[config.mk]
export PLATFORM = sky130hd
export DESIGN_NAME = hydra_ingress_framer
export DESIGN_NICKNAME = d
export VERILOG_FILES = /design/src/rtl/hydra_pkg.sv /design/src/rtl/hydra_sync_fifo.sv /design/src/rtl/hydra_ingress_framer.sv
export SDC_FILE = /design/constraint.sdc
export NUM_CORES = 2
export LEC_CHECK = 0
export ABC_CLOCK_PERIOD_IN_PS = 5100
export BUFFER_PORTS_ARGS = -buffer_cell sky130_fd_sc_hd__buf_2
export CAP_MARGIN = 20
export CORE_UTILIZATION = 40
export CTS_CLUSTER_SIZE = 12
export DETAILED_ROUTE_END_ITERATION = 10
export HOLD_SLACK_MARGIN = 0.12
export SETUP_SLACK_MARGIN = 0.1
export SLEW_MARGIN = 40
export SYNTH_ARGS = -nofsm -noshare
export SYNTH_HDL_FRONTEND = slang
export SYNTH_MEMORY_MAX_BITS = 65536
export SYNTH_SLANG_ARGS = --single-unit
[constraint.sdc]
create_clock -name clk -period 5.1 [get_ports clk]
set_input_delay 0.765 -clock clk [delete_from_list [all_inputs] [get_ports clk]]
set_output_delay 0.765 -clock clk [all_outputs]
set_load 0.03 [all_outputs]
[src/rtl/hydra_pkg.sv]
// -----------------------------------------------------------------------------
// hydra_pkg
// Shared definitions for the hydra ingress framer:
//   - header field widths (LEN_W, PRIO_W, DEST_W) and derived widths
//   - hdr_t  : packed 16-bit hydra packet header {rsvd, len, prio, dest}
//   - desc_t : packed 12-bit packet descriptor   {len, prio, dest}
//   - framer_state_e : output framing FSM states
//   - make_header() : builds the header word from a descriptor
// -----------------------------------------------------------------------------
package hydra_pkg;

  localparam int LEN_W  = 8;
  localparam int PRIO_W = 2;
  localparam int DEST_W = 2;
  localparam int HDR_W  = 16;
  localparam int DESC_W = LEN_W + PRIO_W + DEST_W;
  localparam int RSVD_W = HDR_W - DESC_W;

  typedef struct packed {
    logic [RSVD_W-1:0] rsvd;
    logic [LEN_W-1:0]  len;
    logic [PRIO_W-1:0] prio;
    logic [DEST_W-1:0] dest;
  } hdr_t;

  typedef struct packed {
    logic [LEN_W-1:0]  len;
    logic [PRIO_W-1:0] prio;
    logic [DEST_W-1:0] dest;
  } desc_t;

  typedef enum logic [2:0] {
    ST_IDLE = 3'd0,
    ST_SOP  = 3'd1,
    ST_HDR  = 3'd2,
    ST_DATA = 3'd3,
    ST_EOP  = 3'd4
  } framer_state_e;

  function automatic hdr_t make_header(input desc_t d);
    hdr_t h;
    h.rsvd = {RSVD_W{1'b0}};
    h.len  = d.len;
    h.prio = d.prio;
    h.dest = d.dest;
    return h;
  endfunction

endpackage

[src/rtl/hydra_sync_fifo.sv]
// -----------------------------------------------------------------------------
// hydra_sync_fifo
// Single-clock show-ahead FIFO: o_rdata always presents the oldest entry, a pop
// consumes it. A push and a pop in the same cycle leave the occupancy unchanged,
// and a push into a full FIFO is accepted only when a pop frees a slot in the
// same cycle. Pointers wrap modulo DEPTH (DEPTH need not be a power of two).
// Ports:
//   clk, rst        : clock, asynchronous active-high reset
//   i_push, i_wdata : write strobe and data
//   i_pop           : consume the head entry (ignored when empty)
//   o_rdata         : head entry
//   o_full, o_empty : occupancy == DEPTH / occupancy == 0
//   o_count         : current occupancy
// -----------------------------------------------------------------------------
module hydra_sync_fifo #(
  parameter int WIDTH = 16,
  parameter int DEPTH = 256,
  localparam int PW = (DEPTH > 1) ? $clog2(DEPTH) : 1,
  localparam int CW = $clog2(DEPTH + 1)
) (
  input  logic             clk,
  input  logic             rst,
  input  logic             i_push,
  input  logic [WIDTH-1:0] i_wdata,
  input  logic             i_pop,
  output logic [WIDTH-1:0] o_rdata,
  output logic             o_full,
  output logic             o_empty,
  output logic [CW-1:0]    o_count
);

  localparam logic [CW-1:0] FULL_C = CW'(DEPTH);
  localparam logic [PW-1:0] LAST_C = PW'(DEPTH - 1);

  logic [WIDTH-1:0] r_mem [DEPTH];
  logic [PW-1:0]    r_wr_ptr;
  logic [PW-1:0]    r_rd_ptr;
  logic [CW-1:0]    r_count;
  logic             w_do_push;
  logic             w_do_pop;

  assign o_full    = (r_count == FULL_C);
  assign o_empty   = (r_count == {CW{1'b0}});
  assign o_count   = r_count;
  assign o_rdata   = r_mem[r_rd_ptr];
  assign w_do_pop  = i_pop && !o_empty;
  // A full FIFO can still take a word if the head leaves in the same cycle.
  assign w_do_push = i_push && (!o_full || w_do_pop);

  // Storage array write; contents need no reset because occupancy gates reads.
  always_ff @(posedge clk) begin
    if (w_do_push) begin
      r_mem[r_wr_ptr] <= i_wdata;
    end
  end

  // Pointer and occupancy bookkeeping.
  always_ff @(posedge clk or posedge rst) begin
    if (rst) begin
      r_wr_ptr <= {PW{1'b0}};
      r_rd_ptr <= {PW{1'b0}};
      r_count  <= {CW{1'b0}};
    end else begin
      if (w_do_push) begin
        r_wr_ptr <= (r_wr_ptr == LAST_C) ? {PW{1'b0}} : r_wr_ptr + PW'(1'b1);
      end
      if (w_do_pop) begin
        r_rd_ptr <= (r_rd_ptr == LAST_C) ? {PW{1'b0}} : r_rd_ptr + PW'(1'b1);
      end
      case ({w_do_push, w_do_pop})
        2'b10:   r_count <= r_count + CW'(1'b1);
        2'b01:   r_count <= r_count - CW'(1'b1);
        default: r_count <= r_count;
      endcase
    end
  end

endmodule

[src/rtl/hydra_ingress_framer.sv]
// -----------------------------------------------------------------------------
// hydra_ingress_framer
// Store-and-forward source stage in front of a hydra switch write port. Payload
// words are buffered in a payload FIFO; when the last beat of a packet arrives a
// descriptor {len, prio, dest} is queued. The output FSM then emits
// wr_sop, the header word, len payload words (gap-free) and wr_eop, starting a
// packet only while pause is low. Words past MAX_LEN are accepted but dropped
// and the packet is marked truncated.
//
// Optional build macro: HYDRA_FRAMER_STATS_EN
//   defined   -> pkt_cnt counts wr_eop strobes, trunc_cnt counts truncated
//                packets (both wrap at 2^16)
//   undefined -> pkt_cnt / trunc_cnt are constant 0
//
// Ports:
//   clk, rst                       : clock, asynchronous active-high reset
//   s_valid/s_ready/s_data/s_last  : input word stream
//   s_dest, s_prio                 : sampled on the first beat of a packet
//   pause                          : hydra back-pressure, checked only between packets
//   wr_sop/wr_vld/wr_data/wr_eop   : hydra write framing (all registered)
//   pkt_cnt, trunc_cnt             : optional statistics
// -----------------------------------------------------------------------------
module hydra_ingress_framer
  import hydra_pkg::*;
#(
  parameter int DEPTH      = 256,
  parameter int DESC_DEPTH = 4,
  parameter int MAX_LEN    = 255
) (
  input  logic        clk,
  input  logic        rst,
  input  logic        s_valid,
  output logic        s_ready,
  input  logic [15:0] s_data,
  input  logic        s_last,
  input  logic [1:0]  s_dest,
  input  logic [1:0]  s_prio,
  input  logic        pause,
  output logic        wr_sop,
  output logic        wr_vld,
  output logic [15:0] wr_data,
  output logic        wr_eop,
  output logic [15:0] pkt_cnt,
  output logic [15:0] trunc_cnt
);

  localparam logic [LEN_W-1:0] MAX_LEN_C = LEN_W'(MAX_LEN);
  localparam int PCW = $clog2(DEPTH + 1);
  localparam int DCW = $clog2(DESC_DEPTH + 1);

  // ---------------- input side ----------------
  logic              w_accept;
  logic              w_store;
  logic              w_first;
  logic              w_trunc;
  logic              w_desc_push;
  logic [LEN_W-1:0]  w_len;
  desc_t             w_desc_in;
  logic [LEN_W-1:0]  r_cnt;
  logic              r_trunc;
  logic [DEST_W-1:0] r_dest;
  logic [PRIO_W-1:0] r_prio;

  // ---------------- FIFO status ----------------
  logic [15:0]       w_pay_rdata;
  logic              w_pay_full;
  logic              w_pay_empty;
  logic [PCW-1:0]    w_pay_count;
  desc_t             w_desc_out;
  logic              w_desc_full;
  logic              w_desc_empty;
  logic [DCW-1:0]    w_desc_count;
  logic              w_unused;

  // ---------------- output side ----------------
  framer_state_e     r_state;
  framer_state_e     w_state_nxt;
  logic [LEN_W-1:0]  r_left;
  logic [LEN_W-1:0]  w_left_nxt;
  logic              r_wr_sop;
  logic              r_wr_vld;
  logic [15:0]       r_wr_data;
  logic              r_wr_eop;
  logic              w_sop_nxt;
  logic              w_vld_nxt;
  logic [15:0]       w_data_nxt;
  logic              w_eop_nxt;
  logic              w_desc_pop;
  logic              w_pay_pop;

  assign s_ready  = !w_pay_full && !w_desc_full;
  assign w_accept = s_valid && s_ready;

  // Occupancy detail beyond full/empty is not needed here.
  assign w_unused = ^{w_pay_empty, w_pay_count, w_desc_count};

  // Per-beat decode: first-beat detection, store/drop decision, running length.
  always_comb begin
    w_first        = (r_cnt == {LEN_W{1'b0}});
    w_store        = w_accept && (r_cnt < MAX_LEN_C);
    w_trunc        = r_trunc || (w_accept && !w_store);
    // Once truncation starts r_cnt sits at MAX_LEN, so this saturates naturally.
    w_len          = w_store ? (r_cnt + 8'd1) : r_cnt;
    w_desc_push    = w_accept && s_last;
    w_desc_in.len  = w_len;
    w_desc_in.prio = w_first ? s_prio : r_prio;
    w_desc_in.dest = w_first ? s_dest : r_dest;
  end

  // Input packet tracking: stored-word count, truncation flag, first-beat fields.
  always_ff @(posedge clk or posedge rst) begin
    if (rst) begin
      r_cnt   <= {LEN_W{1'b0}};
      r_trunc <= 1'b0;
      r_dest  <= {DEST_W{1'b0}};
      r_prio  <= {PRIO_W{1'b0}};
    end else if (w_accept) begin
      if (s_last) begin
        r_cnt   <= {LEN_W{1'b0}};
        r_trunc <= 1'b0;
      end else begin
        r_cnt   <= w_len;
        r_trunc <= w_trunc;
      end
      if (w_first) begin
        r_dest <= s_dest;
        r_prio <= s_prio;
      end
    end
  end

  hydra_sync_fifo #(
    .WIDTH (16),
    .DEPTH (DEPTH)
  ) u_pay_fifo (
    .clk     (clk),
    .rst     (rst),
    .i_push  (w_store),
    .i_wdata (s_data),
    .i_pop   (w_pay_pop),
    .o_rdata (w_pay_rdata),
    .o_full  (w_pay_full),
    .o_empty (w_pay_empty),
    .o_count (w_pay_count)
  );

  hydra_sync_fifo #(
    .WIDTH (DESC_W),
    .DEPTH (DESC_DEPTH)
  ) u_desc_fifo (
    .clk     (clk),
    .rst     (rst),
    .i_push  (w_desc_push),
    .i_wdata (w_desc_in),
    .i_pop   (w_desc_pop),
    .o_rdata (w_desc_out),
    .o_full  (w_desc_full),
    .o_empty (w_desc_empty),
    .o_count (w_desc_count)
  );

  // Output FSM: next state plus the values the output registers take next cycle.
  // Outputs are computed for the state being entered, so each strobe appears
  // in the same cycle as its state.
  always_comb begin
    w_state_nxt = r_state;
    w_left_nxt  = r_left;
    w_sop_nxt   = 1'b0;
    w_vld_nxt   = 1'b0;
    w_data_nxt  = 16'h0000;
    w_eop_nxt   = 1'b0;
    w_desc_pop  = 1'b0;
    w_pay_pop   = 1'b0;
    case (r_state)
      ST_IDLE: begin
        if (!w_desc_empty && !pause) begin
          w_state_nxt = ST_SOP;
          w_sop_nxt   = 1'b1;
        end else begin
          w_state_nxt = ST_IDLE;
        end
      end
      ST_SOP: begin
        w_state_nxt = ST_HDR;
        w_vld_nxt   = 1'b1;
        w_data_nxt  = make_header(w_desc_out);
        w_desc_pop  = 1'b1;
        w_left_nxt  = w_desc_out.len;
      end
      ST_HDR: begin
        // len >= 1, so the first payload word always follows the header.
        w_state_nxt = ST_DATA;
        w_vld_nxt   = 1'b1;
        w_data_nxt  = w_pay_rdata;
        w_pay_pop   = 1'b1;
        w_left_nxt  = r_left - 8'd1;
      end
      ST_DATA: begin
        if (r_left == {LEN_W{1'b0}}) begin
          w_state_nxt = ST_EOP;
          w_eop_nxt   = 1'b1;
        end else begin
          w_state_nxt = ST_DATA;
          w_vld_nxt   = 1'b1;
          w_data_nxt  = w_pay_rdata;
          w_pay_pop   = 1'b1;
          w_left_nxt  = r_left - 8'd1;
        end
      end
      ST_EOP: begin
        w_state_nxt = ST_IDLE;
      end
      default: begin
        w_state_nxt = ST_IDLE;
      end
    endcase
  end

  // Output FSM state, remaining-word counter and registered hydra outputs.
  always_ff @(posedge clk or posedge rst) begin
    if (rst) begin
      r_state   <= ST_IDLE;
      r_left    <= {LEN_W{1'b0}};
      r_wr_sop  <= 1'b0;
      r_wr_vld  <= 1'b0;
      r_wr_data <= 16'h0000;
      r_wr_eop  <= 1'b0;
    end else begin
      r_state   <= w_state_nxt;
      r_left    <= w_left_nxt;
      r_wr_sop  <= w_sop_nxt;
      r_wr_vld  <= w_vld_nxt;
      r_wr_data <= w_data_nxt;
      r_wr_eop  <= w_eop_nxt;
    end
  end

  assign wr_sop  = r_wr_sop;
  assign wr_vld  = r_wr_vld;
  assign wr_data = r_wr_data;
  assign wr_eop  = r_wr_eop;

`ifdef HYDRA_FRAMER_STATS_EN
  logic [15:0] r_pkt_cnt;
  logic [15:0] r_trunc_cnt;

  // Statistics: packets emitted (counted with wr_eop) and truncated packets.
  always_ff @(posedge clk or posedge rst) begin
    if (rst) begin
      r_pkt_cnt   <= 16'h0000;
      r_trunc_cnt <= 16'h0000;
    end else begin
      if (w_eop_nxt) begin
        r_pkt_cnt <= r_pkt_cnt + 16'h0001;
      end
      if (w_desc_push && w_trunc) begin
        r_trunc_cnt <= r_trunc_cnt + 16'h0001;
      end
    end
  end

  assign pkt_cnt   = r_pkt_cnt;
  assign trunc_cnt = r_trunc_cnt;
`else
  assign pkt_cnt   = 16'h0000;
  assign trunc_cnt = 16'h0000;
`endif

endmodule

Word level (Yosys, flattened, before mapping):

Memories as Yosys holds them, arrays and structs flattened.
Index checks and enable logic that the tools add are counted.

* div/mod/pow operators: 0
* reduce and logical (&&, ||, !) cells: 26
* equal/unequal tests: 14
* bitwise logic cells: 0
* multiplexer cells: 29
* shift-type cells: 0
* $add $sub $neg: 10
* multiply operators: 0
* $lt $le $gt $ge: 1

Operators with widths (count)
* 16-bit one-hot mux with 3 select lines: 1
* 8-bit two-way mux: 5
* 8-bit by 1-bit adder with 8-bit output, second input constant: 3
* 8-bit one-hot mux with 3 select lines: 1
* 9-bit one-hot mux with 2 select lines: 1
* 8-bit equality test, second input constant: 2
* 8-bit zero test: 2
* 16-bit two-way mux: 1
* 3-bit one-hot mux with 4 select lines: 1
* 1-bit two-way mux: 11
* 9-bit by 1-bit adder with 9-bit output, second input constant: 1
* 9-bit equality test, second input constant: 1
* 1-bit logical AND: 9
* 9-bit zero test: 1
* 9-bit by 1-bit subtractor with 9-bit output, second input constant: 1
* 2-bit equality test, second input constant: 4
* 8-bit < comparator, second input constant: 1
* 2-bit two-way mux: 4
* 8-bit by 1-bit subtractor with 8-bit output, second input constant: 1
* 3-bit by 2-bit equality test with 1-bit output, second input constant: 2
* 3-bit zero test: 2
* 3-bit one-hot mux with 2 select lines: 1
* 1-bit zero test: 5
* 2-bit by 1-bit adder with 2-bit output, second input constant: 2
* 13 further kinds: 17

* logic and storage cells: 97
* register bits after elaboration: 74
* bits in read-only memories: 0
* bits in latches: 0
* bits of input ports: 25
* memories: 2
* output and inout bits: 52
* bits in writable memories: 4144

Memories
* u_pay_fifo.r_mem: depth 256, bits a word 16, rd ports 1, clocked after memory_dff 0, wr ports 1, RTL line hydra_sync_fifo.sv:35 `logic [WIDTH-1:0] r_mem [DEPTH];`
* u_desc_fifo.r_mem: depth 4, bits a word 12, rd ports 1, clocked after memory_dff 0, wr ports 1, RTL line hydra_sync_fifo.sv:35

Logic depth before layout (Yosys ltp):

* depth in word-level cells: 8
* depth in mapped cells: 15
* depth with buffers taken out: 14

Hierarchy:

A second synthesis with hierarchy kept.

* cell total of the unflattened synthesis: 7730
* area, all modules: 162936.3 um^2

By module, submodules not included
* hydra_sync_fifo (u_pay_fifo): sequential area each 123623.6 um^2, instances 1, area an instance 158455.7 um^2, cells each 7399
* hydra_ingress_framer: sequential area each 1051.0 um^2, instances 1, area an instance 2283.4 um^2, cells each 226
* hydra_sync_fifo (u_desc_fifo): sequential area each 1616.6 um^2, instances 1, area an instance 2197.1 um^2, cells each 105

Worst setup path after synthesis:

No wires, ideal clock.

* path type: register -> register
* from: register u_pay_fifo.r_count[0], in the netlist u_pay_fifo.o_count[0]
* to: register u_pay_fifo.r_count[8], in the netlist u_pay_fifo.o_count[8]
* cell stages (with the launch flop): 15
* period minus slack after synthesis: 3748 ps
* path buffers: 1
* path slack: 1352 ps
* arrival time: 3668 ps
* library setup time: 80 ps
* data required time: 5020 ps
* cells stage by stage: dfrtp_1 -> or4_1 -> o311ai_4 -> a31oi_1 -> clkbuf_1 -> inv_1 -> ha_1 -> ha_1 -> a21o_1 -> a21oi_1 -> nor2b_1 -> o21a_1 -> o41ai_1 -> mux2i_1 -> xnor2_1

* longest elaborated chain between the ends: 8
* elaborated cells on any way between the ends: 16
* those cells by class: 2 x add/sub; 3 x eq/ne; 1 x mux; 10 x reduce/logical

Ends and longest elaborated chain
* start, declared: RTL line hydra_sync_fifo.sv:38 `logic [CW-1:0] r_count;`
* start signal, assigned: RTL line hydra_sync_fifo.sv:62 `r_count <= {CW{1'b0}};`
* start signal, assigned: RTL line hydra_sync_fifo.sv:71 `2'b10: r_count <= r_count + CW'(1'b1);`
* start signal, assigned: RTL line hydra_sync_fifo.sv:72 `2'b01: r_count <= r_count - CW'(1'b1);`
* 9-bit equality test: RTL line hydra_sync_fifo.sv:42 `assign o_full = (r_count == FULL_C);`
* 1-bit zero test: RTL line hydra_sync_fifo.sv:48, hydra_ingress_framer.sv:91
* 1-bit logical AND: RTL line hydra_ingress_framer.sv:91 `assign s_ready = !w_pay_full && !w_desc_full;`
* 1-bit logical AND: RTL line hydra_ingress_framer.sv:92 `assign w_accept = s_valid && s_ready;`
* 1-bit logical AND: RTL line hydra_ingress_framer.sv:100 `w_store = w_accept && (r_cnt < MAX_LEN_C);`
* 1-bit logical AND: RTL line hydra_sync_fifo.sv:48 `assign w_do_push = i_push && (!o_full || w_do_pop);`
* 2-bit by 1-bit equality test with 1-bit output / 2-bit equality test (equally long branches): RTL line hydra_sync_fifo.sv:70 `case ({w_do_push, w_do_pop})`
* 9-bit one-hot mux with 2 select lines / 2-bit nonzero test (equally long branches)

Several ways; a longest one is shown, not always the timed one.
A chain may end at the register's enable or synchronous reset.

Worst setup path after layout:

* from: register u_pay_fifo.r_rd_ptr[1]
* to: register r_wr_data[7], in the netlist wr_data[7]

* longest elaborated chain between the ends: 3

Ends and longest elaborated chain
* start, declared: RTL line hydra_sync_fifo.sv:37 `logic [PW-1:0] r_rd_ptr;`
* start signal, assigned: RTL line hydra_sync_fifo.sv:61 `r_rd_ptr <= {PW{1'b0}};`
* start signal, assigned: RTL line hydra_sync_fifo.sv:68 `r_rd_ptr <= (r_rd_ptr == LAST_C) ? {PW{1'b0}} : r_rd_ptr + PW'(1'b1);`
* memory read 256 x 16 bit (*)
* 16-bit two-way mux: RTL line hydra_ingress_framer.sv:199 `if (r_left == {LEN_W{1'b0}}) begin`
* 16-bit one-hot mux with 3 select lines (*): RTL line hydra_ingress_framer.sv:174 `case (r_state)`
* named net w_data_nxt[7]: RTL line hydra_ingress_framer.sv:86 `logic [15:0] w_data_nxt;`
* end signal, assigned: RTL line hydra_ingress_framer.sv:233 `r_wr_data <= w_data_nxt;`
* end, declared: RTL line hydra_ingress_framer.sv:82 `logic [15:0] r_wr_data;`

Mark *: on every way through the listed nets, which the timed path passes. The rest lies on a longest branch.

==> metrics.cfg <==
[global_routing]
gr-total-overflow = 0
antenna_found_initial = 34
grt_use_total = 0.229
grt_max_degree = 168
grt_pass1_wl_mm = 656
grt_pass1_vias = 81000

[setup_path]
rr_worst_depth = 8
timing.rr.end = wr_data[7]$_DFF_PP0_
worstSetupPathType = reg2reg
cp.arrival_ps = 5210
cp_max_fo = 72
r2r_slack_ps = 730
cp-start-kind = flop
cp_data_required_time_ps = 5940
crit_path_end_kind = flop
reg2reg_from = u_pay_fifo.r_rd_ptr[1]$_DFFE_PP0P_

[cells_and_area]
num-fill-cells = 33000
drive_gt1_frac = 0.276
area_delta_synth_final_pct = 14.3
layout.nets = 7986

[placement]
port-buffer-count = 44
dp_slack_ps = 770
dp_hpwl_mm = 295
place_congestion = 0.888

[worst_hold_path]
min_path_cells = 1
hold_class = in2reg
min-delay-start = s_data[12]
min_to = u_pay_fifo.r_mem[148][12]$_DFFE_PP_

[floorplan]
placementRows = 233
ios = 77
die_w_um = 639
die_area_um2 = 408000
die_y_um = 639
start_util = 0.402
core-area_um2 = 403000

[synthesis]
synth.avg_cell_area_um2 = 22.0
ys_ff_latch = 4218
synth-xor-area-share = 0.00124
ys.warnings.count = 0
synth_simple_gate_area_share = 0.0190
synth_fa_ha_area_frac = 0.00202
synth_compound_area_frac = 0.0303
synth-edff-count = 4144
netlist_instances = 7365
synth_top_family_by_area = multiplexers
yosysUniqueCellTypes = 73
syn_area_um2 = 162000
synthFlopType = edfxtp_1
ys_seq_area_frac = 0.778
synthArstFlopShare = 0.0175
synthMuxAreaShare = 0.154

[cts]
cts_max_level = 5
clkTransAtPathRegs_ps = 60
cts_buffers = 427
cts_root_buf = clkbuf_16
cts_tree = yes
cts_sinks = 4218
cts_buffer_depth = 4
clk_latency_ps = 1020
post_cts.repair.setup_buffers = 0

[timing]
grt_setup_unrepaired = no
period_share = 0.857
tightest_slew_ps = 992
skew_ps = 102
finalCriticalPeriod_ps = 4370
fin_tns_setup_ps = 0
whs_ps = 219
setup_viol = 0
relSlewSlack = 0.338
drv_slew = 0
hold_violations = 0
fin_ws_ps = 731
fmax_mhz = 229

[route]
dr.pass1.iters = 6
wirelength_mm = 474
wl_per_cell_um = 34.7
vias = 82600
drc = 0
antenna_left = 0
dr.first_iter.drc_count = 12300
via_per_inst = 6.05

[run]
max_cap_viol_count = 0

[power]
total_power_mw = 98.1
peakVddDrop_mv = 0.330
power_leakage_nw = 57.6
powerDensity_nw_per_um2 = 529

[run_status]
outcome = finished, final reports clean

[worst max-delay path by stage]
stage | cells after the start | to | startpoint
4_1_cts | 8 | wr_data[14]$_DFF_PP0_ | u_pay_fifo.r_rd_ptr[3]$_DFFE_PP0P_
3_3_place_gp | 8 | wr_data[8]$_DFF_PP0_ | u_pay_fifo.r_rd_ptr[0]$_DFFE_PP0P_
3_5_place_dp | 8 | wr_data[14]$_DFF_PP0_ | u_pay_fifo.r_rd_ptr[3]$_DFFE_PP0P_
2_1_floorplan | 14 | u_pay_fifo.o_count[8]$_DFFE_PP0P_ | u_pay_fifo.o_count[0]$_DFFE_PP0P_
6_report | 8 | wr_data[7]$_DFF_PP0_ | u_pay_fifo.r_rd_ptr[1]$_DFFE_PP0P_
5_1_grt | 13 | u_pay_fifo.o_count[8]$_DFFE_PP0P_ | u_pay_fifo.o_count[1]$_DFFE_PP0P_
[metrics by stage]
stage / cell area (µm²) / util / std cells
floorplan: 162000 / - / 7396
global placement: 172000 / 0.427 / 12900
detailed placement: 173000 / 0.429 / 12900
CTS: 185000 / 0.459 / 13600
global route: 185000 / 0.460 / 13600
finish: 185000 / 0.460 / 13600
[worst max-delay path, cell delays in order, from the launching register on]
cell and delay [ps]:
dfrtp_4 1020, buf_12 430, mux4_2 410, a22oi_1 460
a21oi_1 240, nor2_1 280, nor2_1 70, o311ai_1 840
o311ai_0 310
[report_power, final]
group / switching [mW] / internal, mW
sequential: 0.754 / 38.6
clock: 13.0 / 15.5
combinational: 18.5 / 11.6
total: 32.3 / 65.8
[cells by family (layout without fill, tap and decap cells)]
logic type / after synthesis / in the layout
AND/OR/NAND/NOR: 705 / 705
adder cells (fa/ha/maj): 25 / 25
flip-flops: 4218 / 4218
multiplexers: 1220 / 1220
buffers and inverters: 478 / 1314
XOR/XNOR: 23 / 23
AO/OA/AOI/OAI: 695 / 695
other: 1 / 42
[routing by layer]
layer | GRT usage | wire length [µm] | part of all wire | vias up
li1 | - | - | - | 32300
met1 | 0.321 | 185000 | 0.39 | 44600
met2 | 0.354 | 220000 | 0.46 | 4845
met3 | 0.0446 | 48900 | 0.10 | 853
met4 | 0.0873 | 20100 | 0.042 | 6
met5 | 0 | 43 | 0.000091 | -
[layout by cell type, fill, tap and decap left out, types with 21 or more instances in the layout]
| cell | instances |
|---|---|
| o21ai_0 | 60 |
| conb_1 | 32 |
| nor2_4 | 73 |
| o211ai_1 | 23 |
| clkinv_2 | 35 |
| buf_2 | 29 |
| clkbuf_16 | 429 |
| clkinv_1 | 84 |
| nand3_1 | 49 |
| nor2_1 | 232 |
| mux2i_1 | 185 |
| o22ai_1 | 54 |
| buf_4 | 431 |
| clkbuf_1 | 142 |
| ha_1 | 23 |
| a221oi_1 | 46 |
| dfrtp_1 | 68 |
| edfxtp_1 | 4144 |
| nor2_2 | 43 |
| nand2_1 | 147 |
| o221ai_1 | 21 |
| mux4_2 | 1019 |
| a22o_1 | 49 |
| buf_12 | 62 |
| a22oi_1 | 207 |
| nor3_1 | 26 |
| a21oi_1 | 116 |
| inv_1 | 21 |
[cell usage after synthesis (23+ instances only)]
master | n | area [µm²]
nand2_1 | 155 | 582
o211ai_1 | 23 | 173
nand3_1 | 66 | 330
mux2i_1 | 186 | 1860
dfrtp_1 | 74 | 1850
inv_1 | 24 | 90.1
clkbuf_1 | 199 | 747
nor3_1 | 28 | 140
a21oi_1 | 121 | 606
mux4_2 | 1019 | 22900
edfxtp_1 | 4144 | 124000
o21ai_0 | 64 | 320
a22oi_1 | 207 | 1550
buf_1 | 37 | 139
ha_1 | 23 | 288
buf_6 | 27 | 304
a221oi_1 | 46 | 403
o22ai_1 | 56 | 350
a22o_1 | 49 | 429
buf_2 | 100 | 500
nor2_1 | 348 | 1310
buf_4 | 87 | 653
[what timing repair did]
action                                  4_1_cts  5_1_grt
endpoints found under the setup margin        0        0
endpoints found under the hold margin        67       18
gates resized for setup                       0        0
hold buffers                                  8        2
[cell type report]
class	instances	area, µm²	share of cell area
sequential	4218	126000	0.681
multi-input combinational	2700	34500	0.186
clock buffer	571	11300	0.0607
tap	5405	6760	0.0365
timing repair buffer	562	5310	0.0286
clock inverter	154	1120	0.00605
inverter	27	111	0.000600
antenna	10	25.0	0.000135
[state kept, by name (all words and copies together) (netlist names)]
name,flops
wr_data,16
u_desc_fifo.r_rd_ptr,2
u_pay_fifo.r_mem,4096
r_left,8
u_desc_fifo.o_count,3
wr_eop,1
wr_vld,1
r_dest,2
u_desc_fifo.r_wr_ptr,2
u_pay_fifo.r_wr_ptr,8
r_state,3
u_desc_fifo.r_mem,48
r_cnt,8
u_pay_fifo.r_rd_ptr,8
r_prio,2
u_pay_fifo.o_count,9
wr_sop,1
No activity file was read; power rests on OpenSTA's default activity.
